<file path="config.mk">
export PLATFORM = sky130hd
export DESIGN_NAME = sifive_tlul_mem_responder_flat
export DESIGN_NICKNAME = d
export VERILOG_FILES = /design/src/rtl/sifive_tlul_pkg.sv /design/src/rtl/sifive_tlul_mem_responder_if.sv /design/src/rtl/sifive_tlul_bytemask_ram.sv /design/src/rtl/sifive_tlul_mem_responder.sv /design/src/flat_wrapper.sv
export SDC_FILE = /design/constraint.sdc
export NUM_CORES = 2
export LEC_CHECK = 0
export BUFFER_PORTS_ARGS = -buffer_cell sky130_fd_sc_hd__buf_2
export CAP_MARGIN = 20
export CORE_UTILIZATION = 38
export CTS_CLUSTER_SIZE = 20
export DETAILED_ROUTE_END_ITERATION = 6
export MAX_ROUTING_LAYER = met4
export SLEW_MARGIN = 20
export SYNTH_ARGS = -nofsm -noshare
export SYNTH_HDL_FRONTEND = slang
export SYNTH_SLANG_ARGS = --single-unit
</file>
<file path="constraint.sdc">
create_clock -name clock -period 4.05 [get_ports clock]
set_input_delay 0.405 -clock clock [delete_from_list [all_inputs] [get_ports clock]]
set_output_delay 0.405 -clock clock [all_outputs]
set_load 0.02 [all_outputs]
</file>
<file path="src/rtl/sifive_tlul_pkg.sv">
// Shared TileLink-UL opcode and response types for the scratch/mailbox memory responder.
package sifive_tlul_pkg;

   localparam int TL_DATA_W = 32;
   localparam int TL_MASK_W = 4;

   typedef enum logic [2:0] {
      PUT_FULL    = 3'd0,
      PUT_PARTIAL = 3'd1,
      GET         = 3'd4
   } tl_a_opcode_e;

   typedef enum logic [2:0] {
      ACK      = 3'd0,
      ACK_DATA = 3'd1
   } tl_d_opcode_e;

   // Width-independent D fields; size and source are sized by the link parameters.
   typedef struct packed {
      tl_d_opcode_e         opcode;
      logic                 denied;
      logic                 corrupt;
      logic [TL_DATA_W-1:0] data;
   } tl_d_rsp_t;

   function automatic logic is_put(input logic [2:0] op);
      return (op == PUT_FULL) || (op == PUT_PARTIAL);
   endfunction

endpackage

</file>
<file path="src/rtl/sifive_tlul_mem_responder_if.sv">
// TileLink-UL A/D channel bundle; master = requester side, slave = responder side.
interface sifive_tlul_mem_responder_if #(
   parameter int ADDR_W = 30,
   parameter int SRC_W  = 7,
   parameter int SIZE_W = 3
);
   import sifive_tlul_pkg::*;

   logic                 a_valid;
   logic                 a_ready;
   logic [2:0]           a_opcode;
   logic [2:0]           a_param;
   logic [SIZE_W-1:0]    a_size;
   logic [SRC_W-1:0]     a_source;
   logic [ADDR_W-1:0]    a_address;
   logic [TL_MASK_W-1:0] a_mask;
   logic [TL_DATA_W-1:0] a_data;

   logic                 d_valid;
   logic                 d_ready;
   logic [2:0]           d_opcode;
   logic [1:0]           d_param;
   logic [SIZE_W-1:0]    d_size;
   logic [SRC_W-1:0]     d_source;
   logic                 d_denied;
   logic [TL_DATA_W-1:0] d_data;
   logic                 d_corrupt;

   modport master (
      output a_valid, a_opcode, a_param, a_size, a_source, a_address, a_mask, a_data, d_ready,
      input  a_ready, d_valid, d_opcode, d_param, d_size, d_source, d_denied, d_data, d_corrupt
   );

   modport slave (
      input  a_valid, a_opcode, a_param, a_size, a_source, a_address, a_mask, a_data, d_ready,
      output a_ready, d_valid, d_opcode, d_param, d_size, d_source, d_denied, d_data, d_corrupt
   );

endinterface

</file>
<file path="src/rtl/sifive_tlul_bytemask_ram.sv">
// DEPTH x 32 flop array with byte-enable write and asynchronous read that bypasses a same-cycle write.
module sifive_tlul_bytemask_ram
   import sifive_tlul_pkg::*;
#(
   parameter int DEPTH = 64,
   parameter int IDX_W = $clog2(DEPTH)
) (
   input  logic                 i_clk,
   input  logic                 i_we,
   input  logic [IDX_W-1:0]     i_waddr,
   input  logic [TL_MASK_W-1:0] i_wmask,
   input  logic [TL_DATA_W-1:0] i_wdata,
   input  logic [IDX_W-1:0]     i_raddr,
   output logic [TL_DATA_W-1:0] o_rdata
);

   logic [TL_DATA_W-1:0] r_mem [DEPTH];
   logic [TL_DATA_W-1:0] w_merged;

   // NOTE: every variable written in always_comb gets a default first so no latch is inferred.
   always_comb begin
      w_merged = r_mem[i_waddr];
      for (int i = 0; i < TL_MASK_W; i++) begin
         if (i_wmask[i]) w_merged[8*i +: 8] = i_wdata[8*i +: 8];
      end
   end

   // NOTE: storage is deliberately left out of reset; contents are undefined after reset.
   always_ff @(posedge i_clk) begin
      if (i_we) r_mem[i_waddr] <= w_merged;
   end

   assign o_rdata = (i_we && (i_waddr == i_raddr)) ? w_merged : r_mem[i_raddr];

endmodule

</file>
<file path="src/rtl/sifive_tlul_mem_responder.sv">
// TL-UL manager: decodes A, services it from the byte-mask RAM, returns one registered D beat.
// Optional SIFIVE_TLUL_RESP_ERROR_EN: denied responses for out-of-window, oversize or illegal requests.
module sifive_tlul_mem_responder
   import sifive_tlul_pkg::*;
#(
   parameter int                ADDR_W    = 30,
   parameter int                SRC_W     = 7,
   parameter int                SIZE_W    = 3,
   parameter int                DEPTH     = 64,
   parameter logic [ADDR_W-1:0] BASE_ADDR = '0
) (
   input logic                        clock,
   input logic                        reset,
   sifive_tlul_mem_responder_if.slave tl
);

   localparam int IDX_W = $clog2(DEPTH);

   logic [ADDR_W-1:0]    w_offset;
   logic [IDX_W-1:0]     w_index;
   logic                 w_in_window;
   logic                 w_a_fire;
   logic                 w_d_fire;
   logic                 w_is_put;
   logic                 w_is_get;
   logic                 w_err;
   logic                 w_we;
   logic [TL_DATA_W-1:0] w_rdata;
   tl_d_rsp_t            w_rsp;
   logic                 w_unused;

   logic                 r_d_valid;
   tl_d_rsp_t            r_rsp;
   logic [SIZE_W-1:0]    r_size;
   logic [SRC_W-1:0]     r_source;

   assign w_offset    = tl.a_address - BASE_ADDR;
   assign w_index     = w_offset[2 +: IDX_W];
   assign w_in_window = (w_offset >> (IDX_W + 2)) == '0;

   assign tl.a_ready = ~r_d_valid | tl.d_ready;
   assign w_a_fire   = tl.a_valid & tl.a_ready;
   assign w_d_fire   = r_d_valid & tl.d_ready;
   assign w_is_put   = is_put(tl.a_opcode);

`ifdef SIFIVE_TLUL_RESP_ERROR_EN
   assign w_is_get = (tl.a_opcode == GET);
   assign w_err    = ~w_in_window | (tl.a_size > SIZE_W'(2)) | ~(w_is_put | w_is_get);
`else
   // Illegal opcodes fall through as Get; out-of-window addresses wrap on the index.
   assign w_is_get = ~w_is_put;
   assign w_err    = 1'b0;
`endif

   // A write landing on the reset-asserted edge must not complete.
   assign w_we = w_a_fire & w_is_put & ~w_err & ~reset;

   sifive_tlul_bytemask_ram #(
      .DEPTH (DEPTH),
      .IDX_W (IDX_W)
   ) u_ram (
      .i_clk   (clock),
      .i_we    (w_we),
      .i_waddr (w_index),
      .i_wmask (tl.a_mask),
      .i_wdata (tl.a_data),
      .i_raddr (w_index),
      .o_rdata (w_rdata)
   );

   always_comb begin
      w_rsp         = '0;
      w_rsp.opcode  = w_is_get ? ACK_DATA : ACK;
      w_rsp.denied  = w_err;
      w_rsp.corrupt = w_err & w_is_get;
      w_rsp.data    = (w_is_get & ~w_err) ? w_rdata : '0;
   end

   // NOTE: sequential state uses non-blocking assignments so every flop samples pre-edge values.
   always_ff @(posedge clock or posedge reset) begin
      if (reset) begin
         r_d_valid <= 1'b0;
         r_rsp     <= '0;
         r_size    <= '0;
         r_source  <= '0;
      end else if (w_a_fire) begin
         r_d_valid <= 1'b1;
         r_rsp     <= w_rsp;
         r_size    <= tl.a_size;
         r_source  <= tl.a_source;
      end else if (w_d_fire) begin
         r_d_valid <= 1'b0;
      end
   end

   assign tl.d_valid   = r_d_valid;
   assign tl.d_opcode  = r_rsp.opcode;
   assign tl.d_param   = '0;
   assign tl.d_size    = r_size;
   assign tl.d_source  = r_source;
   assign tl.d_denied  = r_rsp.denied;
   assign tl.d_data    = r_rsp.data;
   assign tl.d_corrupt = r_rsp.corrupt;

   assign w_unused = ^{tl.a_param, w_offset, w_in_window};

endmodule

</file>
<file path="src/flat_wrapper.sv">
// flat-port wrapper written by rule: the top's interface ports become plain ports
module sifive_tlul_mem_responder_flat import sifive_tlul_pkg::*;
#(
   parameter int                ADDR_W    = 30,
   parameter int                SRC_W     = 7,
   parameter int                SIZE_W    = 3,
   parameter int                DEPTH     = 64,
   parameter logic [ADDR_W-1:0] BASE_ADDR = '0
)
  (clock, reset, tl_a_valid, tl_a_opcode, tl_a_param, tl_a_size, tl_a_source, tl_a_address, tl_a_mask, tl_a_data, tl_d_ready, tl_a_ready, tl_d_valid, tl_d_opcode, tl_d_param, tl_d_size, tl_d_source, tl_d_denied, tl_d_data, tl_d_corrupt);
  sifive_tlul_mem_responder_if #(.ADDR_W(ADDR_W), .SRC_W(SRC_W), .SIZE_W(SIZE_W)) tl_i ();
  input logic clock;
  input logic reset;
  input wire logic [$bits(tl_i.a_valid)-1:0] tl_a_valid;
  input wire logic [$bits(tl_i.a_opcode)-1:0] tl_a_opcode;
  input wire logic [$bits(tl_i.a_param)-1:0] tl_a_param;
  input wire logic [$bits(tl_i.a_size)-1:0] tl_a_size;
  input wire logic [$bits(tl_i.a_source)-1:0] tl_a_source;
  input wire logic [$bits(tl_i.a_address)-1:0] tl_a_address;
  input wire logic [$bits(tl_i.a_mask)-1:0] tl_a_mask;
  input wire logic [$bits(tl_i.a_data)-1:0] tl_a_data;
  input wire logic [$bits(tl_i.d_ready)-1:0] tl_d_ready;
  output wire logic [$bits(tl_i.a_ready)-1:0] tl_a_ready;
  output wire logic [$bits(tl_i.d_valid)-1:0] tl_d_valid;
  output wire logic [$bits(tl_i.d_opcode)-1:0] tl_d_opcode;
  output wire logic [$bits(tl_i.d_param)-1:0] tl_d_param;
  output wire logic [$bits(tl_i.d_size)-1:0] tl_d_size;
  output wire logic [$bits(tl_i.d_source)-1:0] tl_d_source;
  output wire logic [$bits(tl_i.d_denied)-1:0] tl_d_denied;
  output wire logic [$bits(tl_i.d_data)-1:0] tl_d_data;
  output wire logic [$bits(tl_i.d_corrupt)-1:0] tl_d_corrupt;
  assign tl_i.a_valid = tl_a_valid;
  assign tl_i.a_opcode = tl_a_opcode;
  assign tl_i.a_param = tl_a_param;
  assign tl_i.a_size = tl_a_size;
  assign tl_i.a_source = tl_a_source;
  assign tl_i.a_address = tl_a_address;
  assign tl_i.a_mask = tl_a_mask;
  assign tl_i.a_data = tl_a_data;
  assign tl_i.d_ready = tl_d_ready;
  assign tl_a_ready = tl_i.a_ready;
  assign tl_d_valid = tl_i.d_valid;
  assign tl_d_opcode = tl_i.d_opcode;
  assign tl_d_param = tl_i.d_param;
  assign tl_d_size = tl_i.d_size;
  assign tl_d_source = tl_i.d_source;
  assign tl_d_denied = tl_i.d_denied;
  assign tl_d_data = tl_i.d_data;
  assign tl_d_corrupt = tl_i.d_corrupt;
  sifive_tlul_mem_responder #(.ADDR_W(ADDR_W), .SRC_W(SRC_W), .SIZE_W(SIZE_W), .DEPTH(DEPTH), .BASE_ADDR(BASE_ADDR)) u_core (.clock(clock), .reset(reset), .tl(tl_i));
endmodule
</file>
==> impl_metrics.py <==
metrics = {
    "synth": {
        "synth-simple-area-share_pct": 2.06,
        "yosysSeqAreaShare_pct": 78.2,
        "synthFlopType": "edfxtp_1",
        "synthAdderAreaFrac_pct": 0,
        "syn_avg_cell_area_um2": 18.8,
        "syn_area_um2": 80000,
        "synth_compound_area_share_pct": 8.62,
        "synth.mux.area_fraction_pct": 9.05,
        "synth_cell_types": 60,
        "synth_xor_area_share_pct": 0,
        "synthCells": 4248,
        "yosys_warnings": 0,
        "ys_async_sr_fraction_pct": 2.10,
        "synth_top_family_by_area": "multiplexers",
        "ys_seq_elements": 2092,
        "synth-edff-count": 2048,
    },
    "timing": {
        "tns_ps": 0,
        "setup_viol": 0,
        "whs_ps": 103,
        "fin_skew_ps": 28.7,
        "worst_pin_slew_ps": 921,
        "fmax_ghz": 0.329,
        "maxSlewViolCount": 0,
        "fin_crit_sh_pct": 75.0,
        "min_period_ps": 3040,
        "relSlewSlack_pct": 38.4,
        "rsz0062_at_grt": "no",
        "hold_viol": 0,
    },
    "critical_path": {
        "critPathLaunchType": "flop",
        "crit_fanout": 24,
        "r2r_slack_ps": 1010,
        "critPathLaunch": "u_core.tl.d_valid",
        "rr_endpoint": "u_core.u_ram.r_mem[25][12]",
        "path_class": "flop to flop",
        "crit_required_ps": 4560,
        "worstReg2RegStart": "u_core.tl.d_valid",
        "worstSetupEndpointType": "flop",
        "r2r_cells": 6,
        "cp.arrival_ps": 3550,
        "worstSetupEndpoint": "u_core.u_ram.r_mem[25][12]",
    },
    "detailed_routing": {
        "drtIter0Drc": 4595,
        "wl_per_cell_um": 27.6,
        "vias": 43200,
        "via_per_inst": 5.69,
        "drc": 0,
        "final_antenna_net_count": 0,
        "drtPass1Iterations": 6,
        "routed_wl_um": 210000,
    },
    "final_layout": {
        "seq_area_um2": 62600,
        "multi_input_area_um2": 16700,
        "drive_gt1_share_pct": 21.4,
        "fill_cells": 17800,
        "finalNonFillerCells": 7593,
        "area_delta_synth_final_pct": 18.1,
        "mostFrequentLayoutCell": "edfxtp_1",
        "final_nets": 4697,
        "post-route-util_pct": 45.1,
        "layout_common_cells": "2048 x edfxtp_1, 362 x mux2i_1, 208 x clkbuf_16",
    },
    "grt": {
        "gr-total-overflow": 0,
        "grt.total_usage_pct": 20.1,
        "grt_pass1_wl_um": 301000,
        "antenna_found_initial": 2,
        "grt_pass1_vias": 42700,
        "grt_max_degree": 86,
    },
    "clock_network": {
        "cts_sinks": 2092,
        "clk_latency_ps": 840,
        "root_buffer": "clkbuf_16",
        "numCtsBuffers": 205,
        "post_cts_buffers": 0,
        "cts.path.max_buffers": 3,
        "clk_pin_slew_ps": 60,
        "cts_tree": "yes",
        "cts_max_level": 4,
    },
    "floorplanning": {
        "initial_core_util_pct": 38.2,
        "fp.dieH_um": 461,
        "core-area_um2": 209000,
        "dieArea_um2": 212000,
        "pin_count": 137,
        "rows": 168,
        "die_w_um": 461,
    },
    "power": {
        "peakVddDrop_v": 0.000377,
        "leakage_uw": 0.0308,
        "power_density_nw_per_um2": 495,
    },
    "placed_design": {
        "place_congestion": 0.814,
        "dp.cells": 7196,
        "numPortBuffers": 102,
        "place_hpwl_um": 121000,
    },
    "hold_path": {
        "hold_path_class": "primary input to flop",
    },
    "run_status": {
        "outcome": "finished clean",
    },
    "job": {
        "cap_violations": 0,
    },
}
[critical path, cell delays in order, from the launching register on]
cell and delay (ps):
dfrtp_1 380, nand2b_1 150, nand4_1 180, nor2_1 430, nand2_1 620, nor2_4 600, buf_12 280
[area by class of cell]
type | instances | area share (%)
Sequential cell | 2092 | 66.3
Clock inverter | 125 | 1.36
Multi-Input combinational cell | 1788 | 17.7
Clock buffer | 258 | 5.74
Antenna cell | 1 | 0.00265
Tap cell | 2805 | 3.72
Inverter | 82 | 0.331
Timing Repair Buffer | 442 | 4.90
[how the worst min path moves through the flow]
stage                                     start                   endpoint  cells past startpoint
after global placement    u_core.tl.d_opcode[0]      u_core.tl.d_opcode[0]                      2
after detailed placement  u_core.tl.d_opcode[0]      u_core.tl.d_opcode[0]                      2
after CTS                        tl_a_opcode[1]       u_core.tl.d_data[31]                      4
after global routing               tl_a_data[9]  u_core.u_ram.r_mem[46][9]                      3
after floorplan                      tl_a_valid          u_core.tl.d_valid                      1
final                            tl_a_opcode[1]        u_core.tl.d_data[2]                      4
[sequential cells by signal, summed over array words and instances (netlist names)]
name                cells
u_core.tl.d_size        3
u_core.u_ram.r_mem   2048
u_core.tl.d_source      7
u_core.tl.d_data       32
u_core.tl.d_opcode      1
u_core.tl.d_valid       1
[cells by family (layout without fill, tap and decap cells)]
| kind of cell | count (synthesis) | after routing |
|---|---|---|
| buffers and inverters | 373 | 907 |
| muxes | 549 | 549 |
| other | 1 | 7 |
| DFF | 2092 | 2092 |
| and+or+nand+nor | 315 | 315 |
| AOI/OAI and AO/OA | 918 | 918 |
[metrics by stage]
stage	total power (µW)	cell area, µm²	setup WS, ps
after floorplan	26600	80100	-143
after global placement	28100	87600	273
after detailed placement	28100	87600	247
after CTS	47000	94400	1010
after global routing	48000	94400	936
final	46700	94500	1010
[power breakdown]
group / total [µW] / switching [µW] / internal, µW
Clock: 19000 / 8030 / 11000
Sequential: 24400 / 40.7 / 24300
Combinational: 3310 / 2190 / 1120
Total: 46700 / 10300 / 36500
[Yosys cell counts (3+ instances only)]
cell type     n  area, µm²
edfxtp_1   2048      61500
mux2i_1     385       3850
o22ai_1     196       1230
a221o_1     167       1670
clkbuf_1    140        526
mux4_2      137       3090
a21oi_1     120        601
nor2_1      118        443
a221oi_1    112        981
a22oi_1     111        833
nand2_1     106        398
buf_2       102        510
inv_1        81        304
o32ai_1      55        482
dfrtp_1      44       1100
o21ai_0      37        185
o21ai_1      30        150
buf_1        29        109
mux2_2       27        304
nor4b_2      27        405
o2111ai_1    27        236
o31ai_1      27        203
buf_4        16        120
nor3_1       11       55.1
nand2b_1      9       56.3
o22a_1        9       78.8
nor2b_1       7       43.8
nand3_1       6       30.0
nand4_1       5       31.3
a211oi_1      4       30.0
and2_1        4       25.0
buf_6         4       45.0
nor2_2        4       25.0
or2_2         4       25.0
a22o_1        3       26.3
a31oi_1       3       18.8
[layer usage]
layer  global-route usage (%)  vias to the layer above  wire (µm)
met5                        -                        -          0
met4                     4.48                        0       3790
met3                     2.70                      275      14200
met2                     31.7                     1650     101000
met1                     27.8                    22900      91000
li1                         -                    18400          -
[what timing repair did]
| item | 4_1_cts | 5_1_grt |
|---|---|---|
| hold buffers | 13 | 0 |
| hold endpoints to repair | 55 | 0 |
| gates resized for setup | 0 | 0 |
(Power assumes the default switching activity.)
